## src/rtl/mio_pkg.sv

```systemverilog
// rtl/mio_pkg.sv - shared types and constants for the memory/IO bus responder
package mio_pkg;

    typedef enum logic [1:0] {
        IDLE   = 2'd0,
        ACCESS = 2'd1,
        WAIT   = 2'd2,
        DONE   = 2'd3
    } mio_state_e;

    typedef enum logic [1:0] {
        RGN_RAM = 2'd0,
        RGN_IO  = 2'd1,
        RGN_ERR = 2'd2
    } mio_region_e;

    localparam int unsigned MIO_RAM_BYTES_DEF = 4096;
    localparam logic [31:0] MIO_IO_BASE_DEF   = 32'hE000_0000;

    // Wait-state counter width; every programmed wait value must fit in it
    localparam int MIO_CNT_W   = 4;
    localparam int MIO_CNT_MAX = (1 << MIO_CNT_W) - 1;

endpackage

```

## src/rtl/mio_bus_responder_if.sv

```systemverilog
// rtl/mio_bus_responder_if.sv - CPU data-port request/response bundle
interface mio_bus_responder_if;

    logic        mem_req;
    logic        MemRW;
    logic [31:0] Addr_out;
    logic [31:0] Data_out;
    logic [31:0] Data_in;
    logic        MIO_ready;
    logic        bus_err;

    // CPU side drives the request, waits on MIO_ready
    modport master (
        output mem_req, MemRW, Addr_out, Data_out,
        input  Data_in, MIO_ready, bus_err
    );

    // Responder side
    modport slave (
        input  mem_req, MemRW, Addr_out, Data_out,
        output Data_in, MIO_ready, bus_err
    );

endinterface

```

## src/rtl/mio_addr_decode.sv

```systemverilog
// rtl/mio_addr_decode.sv - combinational byte address to region decode
module mio_addr_decode
    import mio_pkg::*;
#(
    parameter int unsigned RAM_BYTES = MIO_RAM_BYTES_DEF,
    parameter logic [31:0] IO_BASE   = MIO_IO_BASE_DEF
) (
    input  logic [31:0] addr_i,
    output mio_region_e region_o
);

    localparam logic [31:0] RAM_LIMIT = 32'(RAM_BYTES);

    // Misalignment wins over any window; IO window is checked before RAM
    always_comb begin
        region_o = RGN_ERR;
        if (addr_i[1:0] != 2'b00) begin
            region_o = RGN_ERR;
        end else if (addr_i >= IO_BASE) begin
            region_o = RGN_IO;
        end else if (addr_i < RAM_LIMIT) begin
            region_o = RGN_RAM;
        end
    end

endmodule

```

## src/rtl/mio_bus_responder.sv

```systemverilog
// rtl/mio_bus_responder.sv - CPU data-port responder: decode, strobe, wait states, four-phase ready (optional MIO_TIMEOUT_EN: io_ack-terminated IO with timeout)
module mio_bus_responder
    import mio_pkg::*;
#(
    parameter int unsigned RAM_BYTES  = MIO_RAM_BYTES_DEF,
    parameter logic [31:0] IO_BASE    = MIO_IO_BASE_DEF,
    parameter int          RAM_WAIT   = 1,
    parameter int          IO_WAIT    = 3,
    parameter int          IO_TIMEOUT = 15
) (
    input  logic                clk,
    input  logic                rst_n,
    mio_bus_responder_if.slave  cpu,
    output logic                ram_en,
    output logic                ram_we,
    output logic [29:0]         ram_addr,
    output logic [31:0]         ram_din,
    input  logic [31:0]         ram_dout,
    output logic                io_rd,
    output logic                io_we,
    output logic [31:0]         io_addr,
    output logic [31:0]         io_wdata,
    input  logic [31:0]         io_rdata,
    input  logic                io_ack
);

    // Elaboration-time parameter sanity
    if (RAM_WAIT < 0 || RAM_WAIT > MIO_CNT_MAX) begin : g_bad_ram_wait
        $error("mio_bus_responder: RAM_WAIT out of range 0..15");
    end
    if (IO_WAIT < 0 || IO_WAIT > MIO_CNT_MAX) begin : g_bad_io_wait
        $error("mio_bus_responder: IO_WAIT out of range 0..15");
    end
    if (RAM_BYTES == 0 || (RAM_BYTES & (RAM_BYTES - 1)) != 0) begin : g_bad_ram_bytes
        $error("mio_bus_responder: RAM_BYTES must be a power of two");
    end

    localparam logic [MIO_CNT_W-1:0] RAM_WAIT_C = MIO_CNT_W'(RAM_WAIT);

`ifdef MIO_TIMEOUT_EN
    if (IO_TIMEOUT < 1 || IO_TIMEOUT > MIO_CNT_MAX + 1) begin : g_bad_io_timeout
        $error("mio_bus_responder: IO_TIMEOUT out of range 1..16");
    end
    // Counter runs IO_TIMEOUT-1 down to 0, giving IO_TIMEOUT WAIT cycles
    localparam logic [MIO_CNT_W-1:0] IO_LOAD_C = MIO_CNT_W'(IO_TIMEOUT - 1);
`else
    localparam logic [MIO_CNT_W-1:0] IO_LOAD_C = MIO_CNT_W'(IO_WAIT);
    logic unused_io_ack;
    assign unused_io_ack = io_ack;
`endif

    mio_region_e region;

    mio_addr_decode #(
        .RAM_BYTES (RAM_BYTES),
        .IO_BASE   (IO_BASE)
    ) u_decode (
        .addr_i   (cpu.Addr_out),
        .region_o (region)
    );

    mio_state_e           state_q,   state_d;
    mio_region_e          region_q,  region_d;
    logic                 we_q,      we_d;
    logic [MIO_CNT_W-1:0] cnt_q,     cnt_d;
    logic                 ready_q,   ready_d;
    logic                 err_q,     err_d;
    logic [31:0]          data_q,    data_d;
    logic                 ram_en_q,  ram_en_d;
    logic                 ram_we_q,  ram_we_d;
    logic [29:0]          ram_addr_q, ram_addr_d;
    logic [31:0]          ram_din_q, ram_din_d;
    logic                 io_rd_q,   io_rd_d;
    logic                 io_we_q,   io_we_d;
    logic [31:0]          io_addr_q, io_addr_d;
    logic [31:0]          io_wdata_q, io_wdata_d;

    // State, counter and every output register; reset clears all of them at once
    always_ff @(posedge clk or negedge rst_n) begin
        if (!rst_n) begin
            state_q    <= IDLE;
            region_q   <= RGN_ERR;
            we_q       <= 1'b0;
            cnt_q      <= '0;
            ready_q    <= 1'b0;
            err_q      <= 1'b0;
            data_q     <= '0;
            ram_en_q   <= 1'b0;
            ram_we_q   <= 1'b0;
            ram_addr_q <= '0;
            ram_din_q  <= '0;
            io_rd_q    <= 1'b0;
            io_we_q    <= 1'b0;
            io_addr_q  <= '0;
            io_wdata_q <= '0;
        end else begin
            state_q    <= state_d;
            region_q   <= region_d;
            we_q       <= we_d;
            cnt_q      <= cnt_d;
            ready_q    <= ready_d;
            err_q      <= err_d;
            data_q     <= data_d;
            ram_en_q   <= ram_en_d;
            ram_we_q   <= ram_we_d;
            ram_addr_q <= ram_addr_d;
            ram_din_q  <= ram_din_d;
            io_rd_q    <= io_rd_d;
            io_we_q    <= io_we_d;
            io_addr_q  <= io_addr_d;
            io_wdata_q <= io_wdata_d;
        end
    end

    // Next-state and registered-output logic; strobes are one-cycle pulses by default-low
    always_comb begin
        state_d    = state_q;
        region_d   = region_q;
        we_d       = we_q;
        cnt_d      = cnt_q;
        ready_d    = ready_q;
        err_d      = err_q;
        data_d     = data_q;
        ram_en_d   = 1'b0;
        ram_we_d   = 1'b0;
        ram_addr_d = ram_addr_q;
        ram_din_d  = ram_din_q;
        io_rd_d    = 1'b0;
        io_we_d    = 1'b0;
        io_addr_d  = io_addr_q;
        io_wdata_d = io_wdata_q;

        case (state_q)
            IDLE: begin
                if (cpu.mem_req) begin
                    we_d     = cpu.MemRW;
                    region_d = region;
                    if (region == RGN_ERR) begin
                        // Faulted access answers on the next edge without touching any target
                        state_d = DONE;
                        ready_d = 1'b1;
                        err_d   = 1'b1;
                        data_d  = '0;
                    end else begin
                        state_d = ACCESS;
                        err_d   = 1'b0;
                        if (region == RGN_RAM) begin
                            ram_en_d   = 1'b1;
                            ram_we_d   = cpu.MemRW;
                            ram_addr_d = cpu.Addr_out[31:2];
                            ram_din_d  = cpu.Data_out;
                        end else begin
                            io_rd_d    = ~cpu.MemRW;
                            io_we_d    = cpu.MemRW;
                            io_addr_d  = cpu.Addr_out;
                            io_wdata_d = cpu.Data_out;
                        end
                    end
                end
            end

            ACCESS: begin
                state_d = WAIT;
                cnt_d   = (region_q == RGN_RAM) ? RAM_WAIT_C : IO_LOAD_C;
            end

            WAIT: begin
`ifdef MIO_TIMEOUT_EN
                if (region_q == RGN_IO) begin
                    if (io_ack) begin
                        state_d = DONE;
                        ready_d = 1'b1;
                        if (!we_q) begin
                            data_d = io_rdata;
                        end
                    end else if (cnt_q == '0) begin
                        state_d = DONE;
                        ready_d = 1'b1;
                        err_d   = 1'b1;
                        data_d  = '0;
                    end else begin
                        cnt_d = cnt_q - 1'b1;
                    end
                end else
`endif
                if (cnt_q == '0) begin
                    state_d = DONE;
                    ready_d = 1'b1;
                    if (!we_q) begin
                        data_d = (region_q == RGN_RAM) ? ram_dout : io_rdata;
                    end
                end else begin
                    cnt_d = cnt_q - 1'b1;
                end
            end

            DONE: begin
                // Four-phase: hold the response until the CPU withdraws its request
                if (!cpu.mem_req) begin
                    state_d = IDLE;
                    ready_d = 1'b0;
                    err_d   = 1'b0;
                end
            end

            default: begin
                state_d = IDLE;
                ready_d = 1'b0;
                err_d   = 1'b0;
            end
        endcase
    end

    assign cpu.Data_in   = data_q;
    assign cpu.MIO_ready = ready_q;
    assign cpu.bus_err   = err_q;
    assign ram_en        = ram_en_q;
    assign ram_we        = ram_we_q;
    assign ram_addr      = ram_addr_q;
    assign ram_din       = ram_din_q;
    assign io_rd         = io_rd_q;
    assign io_we         = io_we_q;
    assign io_addr       = io_addr_q;
    assign io_wdata      = io_wdata_q;

endmodule

```

## src/flat_wrapper.sv

```systemverilog
// flat-port wrapper written by rule: the top's interface ports become plain ports
module mio_bus_responder_flat import mio_pkg::*;
#(
    parameter int unsigned RAM_BYTES  = MIO_RAM_BYTES_DEF,
    parameter logic [31:0] IO_BASE    = MIO_IO_BASE_DEF,
    parameter int          RAM_WAIT   = 1,
    parameter int          IO_WAIT    = 3,
    parameter int          IO_TIMEOUT = 15
)
  (clk, rst_n, ram_en, ram_we, ram_addr, ram_din, ram_dout, io_rd, io_we, io_addr, io_wdata, io_rdata, io_ack, cpu_mem_req, cpu_MemRW, cpu_Addr_out, cpu_Data_out, cpu_Data_in, cpu_MIO_ready, cpu_bus_err);
  mio_bus_responder_if cpu_i ();
  input  logic clk;
  input  logic rst_n;
  output logic ram_en;
  output logic ram_we;
  output logic [29:0] ram_addr;
  output logic [31:0] ram_din;
  input  logic [31:0] ram_dout;
  output logic io_rd;
  output logic io_we;
  output logic [31:0] io_addr;
  output logic [31:0] io_wdata;
  input  logic [31:0] io_rdata;
  input  logic io_ack;
  input wire logic [$bits(cpu_i.mem_req)-1:0] cpu_mem_req;
  input wire logic [$bits(cpu_i.MemRW)-1:0] cpu_MemRW;
  input wire logic [$bits(cpu_i.Addr_out)-1:0] cpu_Addr_out;
  input wire logic [$bits(cpu_i.Data_out)-1:0] cpu_Data_out;
  output wire logic [$bits(cpu_i.Data_in)-1:0] cpu_Data_in;
  output wire logic [$bits(cpu_i.MIO_ready)-1:0] cpu_MIO_ready;
  output wire logic [$bits(cpu_i.bus_err)-1:0] cpu_bus_err;
  assign cpu_i.mem_req = cpu_mem_req;
  assign cpu_i.MemRW = cpu_MemRW;
  assign cpu_i.Addr_out = cpu_Addr_out;
  assign cpu_i.Data_out = cpu_Data_out;
  assign cpu_Data_in = cpu_i.Data_in;
  assign cpu_MIO_ready = cpu_i.MIO_ready;
  assign cpu_bus_err = cpu_i.bus_err;
  mio_bus_responder #(.RAM_BYTES(RAM_BYTES), .IO_BASE(IO_BASE), .RAM_WAIT(RAM_WAIT), .IO_WAIT(IO_WAIT), .IO_TIMEOUT(IO_TIMEOUT)) u_core (.clk(clk), .rst_n(rst_n), .cpu(cpu_i), .ram_en(ram_en), .ram_we(ram_we), .ram_addr(ram_addr), .ram_din(ram_din), .ram_dout(ram_dout), .io_rd(io_rd), .io_we(io_we), .io_addr(io_addr), .io_wdata(io_wdata), .io_rdata(io_rdata), .io_ack(io_ack));
endmodule
```

## config.mk

```make
export PLATFORM = sky130hd
export DESIGN_NAME = mio_bus_responder_flat
export DESIGN_NICKNAME = d
export VERILOG_FILES = /design/src/rtl/mio_pkg.sv /design/src/rtl/mio_bus_responder_if.sv /design/src/rtl/mio_addr_decode.sv /design/src/rtl/mio_bus_responder.sv /design/src/flat_wrapper.sv
export SDC_FILE = /design/constraint.sdc
export NUM_CORES = 1
export LEC_CHECK = 0
export CAP_MARGIN = 40
export CORE_MARGIN = 1
export CORE_UTILIZATION = 39
export CTS_CLUSTER_DIAMETER = 200
export CTS_CLUSTER_SIZE = 30
export DETAILED_ROUTE_END_ITERATION = 12
export PLACE_DENSITY_LB_ADDON = 0.1
export SETUP_SLACK_MARGIN = 0.3
export SLEW_MARGIN = 15
export SYNTH_ARGS = -nofsm -noshare
export SYNTH_HDL_FRONTEND = slang
export SYNTH_HIERARCHICAL = 1
export SYNTH_SLANG_ARGS = --single-unit
export TNS_END_PERCENT = 10
```

## constraint.sdc

```tcl
create_clock -name clk -period 1.9 [get_ports clk]
set_input_delay 0.38 -clock clk [delete_from_list [all_inputs] [get_ports clk]]
set_output_delay 0.38 -clock clk [all_outputs]
set_load 0.05 [all_outputs]
```

== Yosys cells after proc, flatten, opt, wreduce, memory -nomap -nowiden ==
Cells that the tools add are included.
Operators by class
  add/sub/neg operators: 1
  magnitude comparators: 2
  equality and inequality tests: 10
  mux-type cells: 41
  bitwise operators: 3
  reduce and logical (&&, ||, !) cells: 17
Operators by type and width (count)
  $mux 32: 5
  $pmux 32 s2: 1
  $ge 32x32->1 const B: 1
  $lt 32x13->1 const B: 1
  $mux 1: 22
  $mux 2: 8
  $reduce_and 5->1: 2
  $ne 2x2->1 const B: 4
  $pmux 2 s4: 1
  $pmux 4 s2: 1
  $reduce_and 4->1: 2
  $reduce_bool 2->1: 4
  $eq 2x2->1 const B: 3
  $logic_not 2->1: 3
  $reduce_and 3->1: 2
  $logic_not 4->1: 1
  $mux 4: 1
  $ne 2x1->1 const B: 2
  $reduce_and 2->1: 2
  $sub 4x1->4 const B: 1
  $not 1->1: 3
  $pmux 1 s3: 1
  $reduce_bool 3->1: 1
  $eq 2x1->1 const B: 1
  $pmux 1 s2: 1
Word-level totals
  register bits: 173
  bits of input ports: 133
  output and inout bits: 164
  word-level logic and storage cells: 89

== Logic depth before layout (Yosys ltp) ==
Gate-level depths: netlist (run 1).
  depth in word-level cells: 9
  gate-level depth with buffers: 8
  gate-level depth less buffers: 7

== Modules after synthesis ==
The synthesis (run 1) kept the hierarchy.
Modules (own cells, without submodules)
  mio_bus_responder: instances 1, cells an instance 524, area each 7322.0 sq um, seq. area each 4330.4 sq um
  mio_addr_decode: instances 1, cells an instance 9, area each 60.1 sq um, seq. area each 0.0 sq um

== Least setup slack after synthesis (run 1) ==
OpenSTA, ideal clock, no wires.
  kind: input to register
  from: input cpu_Addr_out[13]
  to: register u_core.ram_addr_q[10] (netlist: u_core/ram_addr[10])
  data arrival time: 1.919 ns
  path slack: -0.144 ns
  stages: 6
  buffers on the path: 1
  cells stage by stage: nor4_1 -> and4_1 -> a31oi_1 -> nor3_4 -> buf_6 -> mux2_2
On the way
  cells in the longest elaborated chain, start to end: 7
  elaborated cells between the ends (all ways): 9
RTL lines
  start: declaration: RTL line flat_wrapper.sv:27  | input wire logic [$bits(cpu_i.Addr_out)-1:0] cpu_Addr_out;
  $lt 32x13->1: RTL line mio_addr_decode.sv:21  | end else if (addr_i < RAM_LIMIT) begin
  $mux 2: RTL line mio_addr_decode.sv:21
  $mux 2 *: RTL line mio_addr_decode.sv:19  | end else if (addr_i >= IO_BASE) begin
  $mux 2 *: RTL line mio_addr_decode.sv:17  | if (addr_i[1:0] != 2'b00) begin
  named net u_core.region[1]: RTL line mio_bus_responder.sv:52  | mio_region_e region;
  $eq 2x2->1: RTL line mio_bus_responder.sv:138  | if (region == RGN_ERR) begin
  $not 1->1 (no line)
  $reduce_and 4->1 (no line) *
  end signal: assignment: RTL line mio_bus_responder.sv:106  | ram_addr_q <= ram_addr_d;
  end: declaration: RTL line mio_bus_responder.sv:71  | logic [29:0] ram_addr_q, ram_addr_d;
Mark *: on every way through the listed nets, which the timed path passes. The rest lies on a longest branch.
A chain may end at the register's enable or synchronous reset.

== Worst setup path in the final report (run 1) ==
  from: input cpu_Addr_out[29]
  to: register u_core.ram_addr_q[5] (netlist: u_core/ram_addr[5])
Same word-level chain as after synthesis.

==> results.ini, run 1 <==
[logic_synthesis]
post_synth_fa_ha_maj_area_fraction=0.0119
synthArstFlopShare=1.00
syn_area_per_cell_sq_um=13.9
yosysTopAreaCell=dfrtp_1
synth_top_family_by_area=multiplexers
synth_seq_cells=173
synth_warnings=6
netlist_instances=533
synth-simple-area-share=0.0563
seq_area_frac_synth=0.587
ys_types=42
synth_mux_area_frac=0.243
syn_nets=673
syn_area_sq_um=7380
synth_xor_area_frac=0.00119
synth_compound_area_frac=0.0703
ys_top_cells_by_area=dfrtp_1 (58%), mux2_2 (19%), mux2i_1 (4.6%), o31ai_1 (3.3%), and3_1 (2.5%)
synth_top_area_frac=0.583
synth_ff_type=dfrtp_1
synth_edf_count=0

[sta]
clock.fmax_ghz=0.509
slew_headroom=0.725
fin_worst_skew_ps=9.63
min_period_ps=1960
final-setup-viol-count=60
fin_crit_sh=1.03
hold_slack_ps=270
rsz0062_at_grt=yes
setup_ws_ps=-63.7
tightest_slew_ps=401
hold_violations=0
fin_tns_setup_ps=-1880
report.final.slew_viol_count=0

[final_layout]
fin_nets=1031
final_cells=1134
syn2layout_area_growth_pct=77.5
final_util=0.717
layout-drive-gt1-share=0.560

[setup_path]
crit_chain=dlygate4sd2_1, nor4_4, and4_4, a31oi_4, buf_6, nor3_4, buf_6, buf_6, buf_12, mux2_4
critPathKind=in2reg
r2r_start=u_core/state_q[0]$_DFFE_PN0P_
crit_arrival_ps=2260
cp-start-kind=primary input
cpPeakStageDelay_ps=300
cp-end-kind=register
cp_max_fo=6
startpoint=cpu_Addr_out[29]
cpMostUsedCell=buf_6
required_ps=2200
cpMaxStageDelayCell=dlygate4sd2_1

[clocking]
clk_latency_ps=420
cts.clk_slew.worst_paths_ps=70
htree_levels=4
clock_sinks=173
cts-root-buf=clkbuf_16
clock_path_buffers=2
cts_tree=done
cts_buffers=17

[drt]
initialDrtViolationCount=210
post_drt_wl_per_cell_um=20.9
first_pass_iters=4
drt-total-wl_um=23700
ant_nets=0
vias_per_cell=5.25
via_count=5959
drc_errors=0

[power_and_ir_drop]
clkPwrFrac=0.218
p_switching_w=0.00717
seq_power_share=0.286
power_density_nw_per_um2=1320
pwr-share-comb=0.496
switching_share=0.415
ir_drop_mv=0.731
intPower_w=0.0101
p_leak_nw=6.15

[die]
start_util=0.404
die_h_um=140
core_area_sq_um=18300
die_area_sq_um=19500
die_width_um=140
fp-row-count=49
num_io_pins=297

[status]
status=finished, violations left
violations=negative setup slack

[grt]
gr-total-overflow=0
grt_pass1_vias=6561
grt_pass1_wl_um=35600
grt_max_degree=64
antenna_found_initial=0
grt_use_total=0.234

[place]
portBuffers=295
dp_hpwl_um=14300
place_congestion=0.777
place_worst_setup_slack_ps=-853
place_inst=1068

[flow_run]
maxCapViolations=0

[hold_path]
hp-class=in2reg
min_from=cpu_Addr_out[19]

## synthesized netlist by cell type (2+ instances only)
cell and instances:
nor2_1 6, ha_1 7, a21oi_1 36, inv_1 9
and3_2 4, buf_1 3, o21ai_0 2, o31ai_1 32
buf_2 11, clkbuf_1 12, buf_6 7, nor3_1 4
mux2_1 4, nor4_1 6, and3_1 29, dfrtp_1 172
nand2_1 7, mux2i_1 34, mux2_2 124, o211ai_2 2
## power by group through the flow
stage	sequential (W)	clock (W)	combinational, W
6_report	0.00495	0.00377	0.00857
5_1_grt	0.00504	0.00399	0.00893
4_1_cts	0.00491	0.00382	0.00796
3_5_place_dp	0.00494	0	0.00655
3_3_place_gp	0.00488	0	0.00642
2_1_floorplan	0.00718	0	0.00188
## cells by family after synthesis
family	count (synthesis)
xor+xnor	1
simple gates	68
mux	163
buf+inv	42
flops	173
fa+ha+maj	7
compound gates	79
## critical path: cells and delay by family
kind                   cells  cell delay (ps)
buffers and inverters      5              820
AND/OR/NAND/NOR            3              660
multiplexers               1              300
AO/OA/AOI/OAI              1               80
## area by class of cell
type                       instances  area, sq um
clock buffer                      18          439
antenna                            1         2.50
clock inverter                    14          194
sequential                       173         4330
inverter                           9         33.8
tap                              229          287
fill                            1205         5170
multi-input combinational        318         3860
timing repair buffer             372         3950
## per-stage QoR
| step | power (W) | instance area (sq um) |
|---|---|---|
| finish | 0.0173 | 13100 |
| global route | 0.0180 | 13100 |
| CTS | 0.0167 | 12700 |
| detailed placement | 0.0115 | 10700 |
| global placement | 0.0113 | 10700 |
| floorplan | 0.00906 | 7390 |
## placed cells by master, fill, tap and decap left out, drive strengths merged, types with 7 or more instances in the layout
cell / n
dfrtp: 172
buf: 148
mux2: 129
clkdlybuf4s50: 107
clkdlybuf4s15: 95
a21oi: 37
mux2i: 34
and3: 33
o31ai: 32
clkbuf: 29
inv: 17
nand2: 8
ha: 7
nor2: 7
## flip-flops by register name, indices dropped and copies added (netlist names)
register              cells
u_core/cpu.Data_in       32
u_core/io_addr           32
u_core/io_wdata          32
u_core/ram_din           32
u_core/ram_addr          30
u_core/cnt_q              4
u_core/region_q           2
u_core/state_q            2
u_core/cpu.MIO_ready      1
u_core/cpu.bus_err        1
u_core/io_rd              1
u_core/io_we              1
u_core/ram_en             1
u_core/ram_we             1
u_core/we_q               1
## path summary, 6_finish.rpt
path                                                          end  slack, ps  cells past startpoint
worst max register to register     u_core/ram_addr[5]$_DFFE_PN0P_          0                      8
max in group asynchronous       u_core/cpu.Data_in[3]$_DFFE_PN0P_        810                      3
min in group asynchronous         u_core/io_wdata[29]$_DFFE_PN0P_        410                      2
worst min register to register    u_core/io_wdata[20]$_DFFE_PN0P_        510                      1
worst max-delay path               u_core/ram_addr[5]$_DFFE_PN0P_        -60                     10
worst min-delay path               u_core/io_addr[19]$_DFFE_PN0P_        270                      2
## layer usage
metal / share of wire / global-route usage / vias to the layer above
met5: 0 / 0 / -
met4: 0.017 / 0.0746 / 0
met3: 0.069 / 0.0747 / 27
met2: 0.54 / 0.407 / 208
met1: 0.38 / 0.276 / 3048
li1: - / - / 2676
## timing repair
item / in CTS / in global routing
endpoints found under the setup margin: 271 / 178
hold endpoints to repair: 30 / 0
pin swaps: 31 / 26
setup buffers: 12 / 5
hold buffers: 1 / 0
gates resized for setup: 550 / 90
cloned: 9 / 6
No activity file was read; power rests on OpenSTA's default activity.
==> run 2: changes to the inputs <==
CORE_ASPECT_RATIO = 1.75   (was not set)
RECOVER_POWER = 25   (was not set)
==> run 2 against run 1 <==
- the flow still finishes with violations (negative setup slack)
- largest power group unchanged
- first-iteration DRC count shrank 29%
- final area down 5.5%
- die area grew 0.11%
- flip-flop and latch count did not move
- combinational power is 11% lower
- wire length fell by 2.3%
==> results.ini, run 2 (synthesized netlist as in run 1, its figures left out) <==
[status]
status=finished, violations left
violations=negative setup slack

[setup_path]
path_buf_inv=4  ; -1
cpMaxStageDelayCell=nor4_4
crit_arrival_ps=2240  ; -20 ps
critPathKind=in2reg
cp-start-kind=primary input
cp-end-kind=register
cp_max_fo=16  ; +10
crit_family=simple AND/OR/NAND/NOR gates
cpPeakStageDelay_ps=280  ; -20 ps
required_ps=2190  ; about the same
crit_chain=clkdlybuf4s15_1, nor4_4, and4_4, a31oi_4, buf_6, and3b_2, o211ai_4, buf_12, buf_8, o31ai_1

[final_layout]
fin_nets=1025  ; -0.58%
syn2layout_area_growth_pct=67.8
layout_common_cells=dfrtp_1 (172), clkdlybuf4s50_1 (108), buf_4 (108), clkdlybuf4s15_2 (85), mux2_4 (83)
nFillCells=1441  ; +20%
final_common_cell=dfrtp_1
final_cells=1136  ; +0.18%
final_util=0.667  ; -0.0505
layout-drive-gt1-share=0.512  ; -0.0480

[die]
fp-row-count=66  ; +35%
num_io_pins=297  ; unchanged
core_area_sq_um=18600  ; +1.7%
die_area_sq_um=19500  ; +0.11%
die_h_um=184  ; +32%
die_width_um=106  ; -24%
start_util=0.397  ; -0.00675

[sta]
rsz0062_at_grt=yes
fin_worst_skew_ps=6.77  ; -2.86 ps
final-setup-viol-count=34  ; -43%
tightest_slew_ps=820  ; +419 ps
hold_slack_ps=212  ; -58.1 ps
min_period_ps=1960  ; -8.18 ps
slew_headroom=0.453  ; -0.272
clock.fmax_ghz=0.511  ; +0.42%
report.final.slew_viol_count=0  ; unchanged
fin_tns_setup_ps=-1170  ; +703 ps
setup_ws_ps=-55.5  ; +8.18 ps
hold_violations=0  ; unchanged
fin_crit_sh=1.03  ; -0.00431

[drt]
via_count=5854  ; -1.8%
drc_errors=0  ; unchanged
initialDrtViolationCount=150  ; -29%
drt-total-wl_um=23200  ; -2.3%
post_drt_wl_per_cell_um=20.4  ; -2.5%
vias_per_cell=5.15  ; -1.9%
first_pass_iters=4  ; unchanged
ant_nets=0  ; unchanged

[grt]
use_met2=0.424  ; +0.0173
use_met1=0.235  ; -0.0404
grt_pass1_vias=6346  ; -3.3%
gr-total-overflow=0  ; unchanged
grt_use_total=0.226  ; -0.00822
grt_pass1_wl_um=33700  ; -5.1%
grt_max_degree=65  ; +1.6%
antenna_found_initial=0  ; unchanged
top_usage_layer=met2
gr-usage-met3=0.0553  ; -0.0194

[clocking]
clock_sinks=173  ; unchanged
clock_path_buffers=2  ; unchanged
cts_tree=done
htree_levels=4  ; unchanged
cts_buffers=17  ; unchanged
clk_latency_ps=420  ; about the same
cts-root-buf=clkbuf_16
cts.clk_slew.worst_paths_ps=60  ; about the same

[place]
place_worst_setup_slack_ps=-859  ; -6.08 ps
place_inst=1079  ; +1.0%
dp_hpwl_um=15000  ; +4.8%
portBuffers=295  ; unchanged
place_congestion=0.786  ; +1.1%

[power_and_ir_drop]
ir_drop_mv=0.674  ; -7.8%
p_leak_nw=5.90  ; -4.0%
power_density_nw_per_um2=1300  ; -1.7%

[hold_path]
hp-class=in2reg

[flow_run]
maxCapViolations=0  ; unchanged

-- run 2: path summary, 6_finish.rpt --
path	slack (ps)	cells after the start	end	startpoint
worst max-delay path	-60	10	u_core/cpu.Data_in[6]$_DFFE_PN0P_	cpu_Addr_out[19]
worst min-delay path	210	2	u_core/ram_addr[22]$_DFFE_PN0P_	cpu_Addr_out[24]
worst max register to register	60	9	u_core/ram_din[21]$_DFFE_PN0P_	u_core/state_q[0]$_DFFE_PN0P_
worst min register to register	490	2	u_core/we_q$_DFFE_PN0P_	u_core/we_q$_DFFE_PN0P_
max in group asynchronous	320	3	u_core/io_wdata[0]$_DFFE_PN0P_	rst_n
min in group asynchronous	590	2	u_core/cpu.Data_in[6]$_DFFE_PN0P_	rst_n
-- run 2: what timing repair did --
item / in CTS / in global routing
endpoints found under the hold margin: 27 / 0
pin swaps: 13 / 22
gates cloned: 7 / 6
resized for setup: 396 / 101
hold buffers: 1 / 0
setup buffers: 9 / 2
endpoints found under the setup margin: 260 / 142
-- run 2: power by group --
part | switching [W] | internal [W] | total (W)
clock | 0.00141 | 0.00207 | 0.00348
sequential | 0.000506 | 0.00444 | 0.00494
combinational | 0.00461 | 0.00303 | 0.00764
-- run 2: cell type report --
| cell class | instances | area, sq um | area share |
|---|---|---|---|
| sequential | 173 | 4330 | 0.350 |
| timing repair buffer | 366 | 3750 | 0.303 |
| multi-input combinational | 318 | 3380 | 0.273 |
| clock buffer | 21 | 440 | 0.0356 |
| tap | 238 | 298 | 0.0240 |
| clock inverter | 10 | 141 | 0.0114 |
| inverter | 9 | 33.8 | 0.00273 |
| antenna | 1 | 2.50 | 0.000202 |
-- run 2: metal layers --
metal / vias up / part of all wire / wire length [um]
li1: 2642 / - / -
met1: 2954 / 0.36 / 8350
met2: 222 / 0.55 / 12700
met3: 36 / 0.060 / 1390
met4: 0 / 0.032 / 740
met5: - / 0 / 0
-- run 2: per-stage QoR --
stage	instance area (sq um)	total power, W
after floorplan	7390	0.00906
final	12400	0.0161
after global routing	12400	0.0167
after global placement	10800	0.0113
after CTS	12000	0.0152
after detailed placement	10800	0.0115
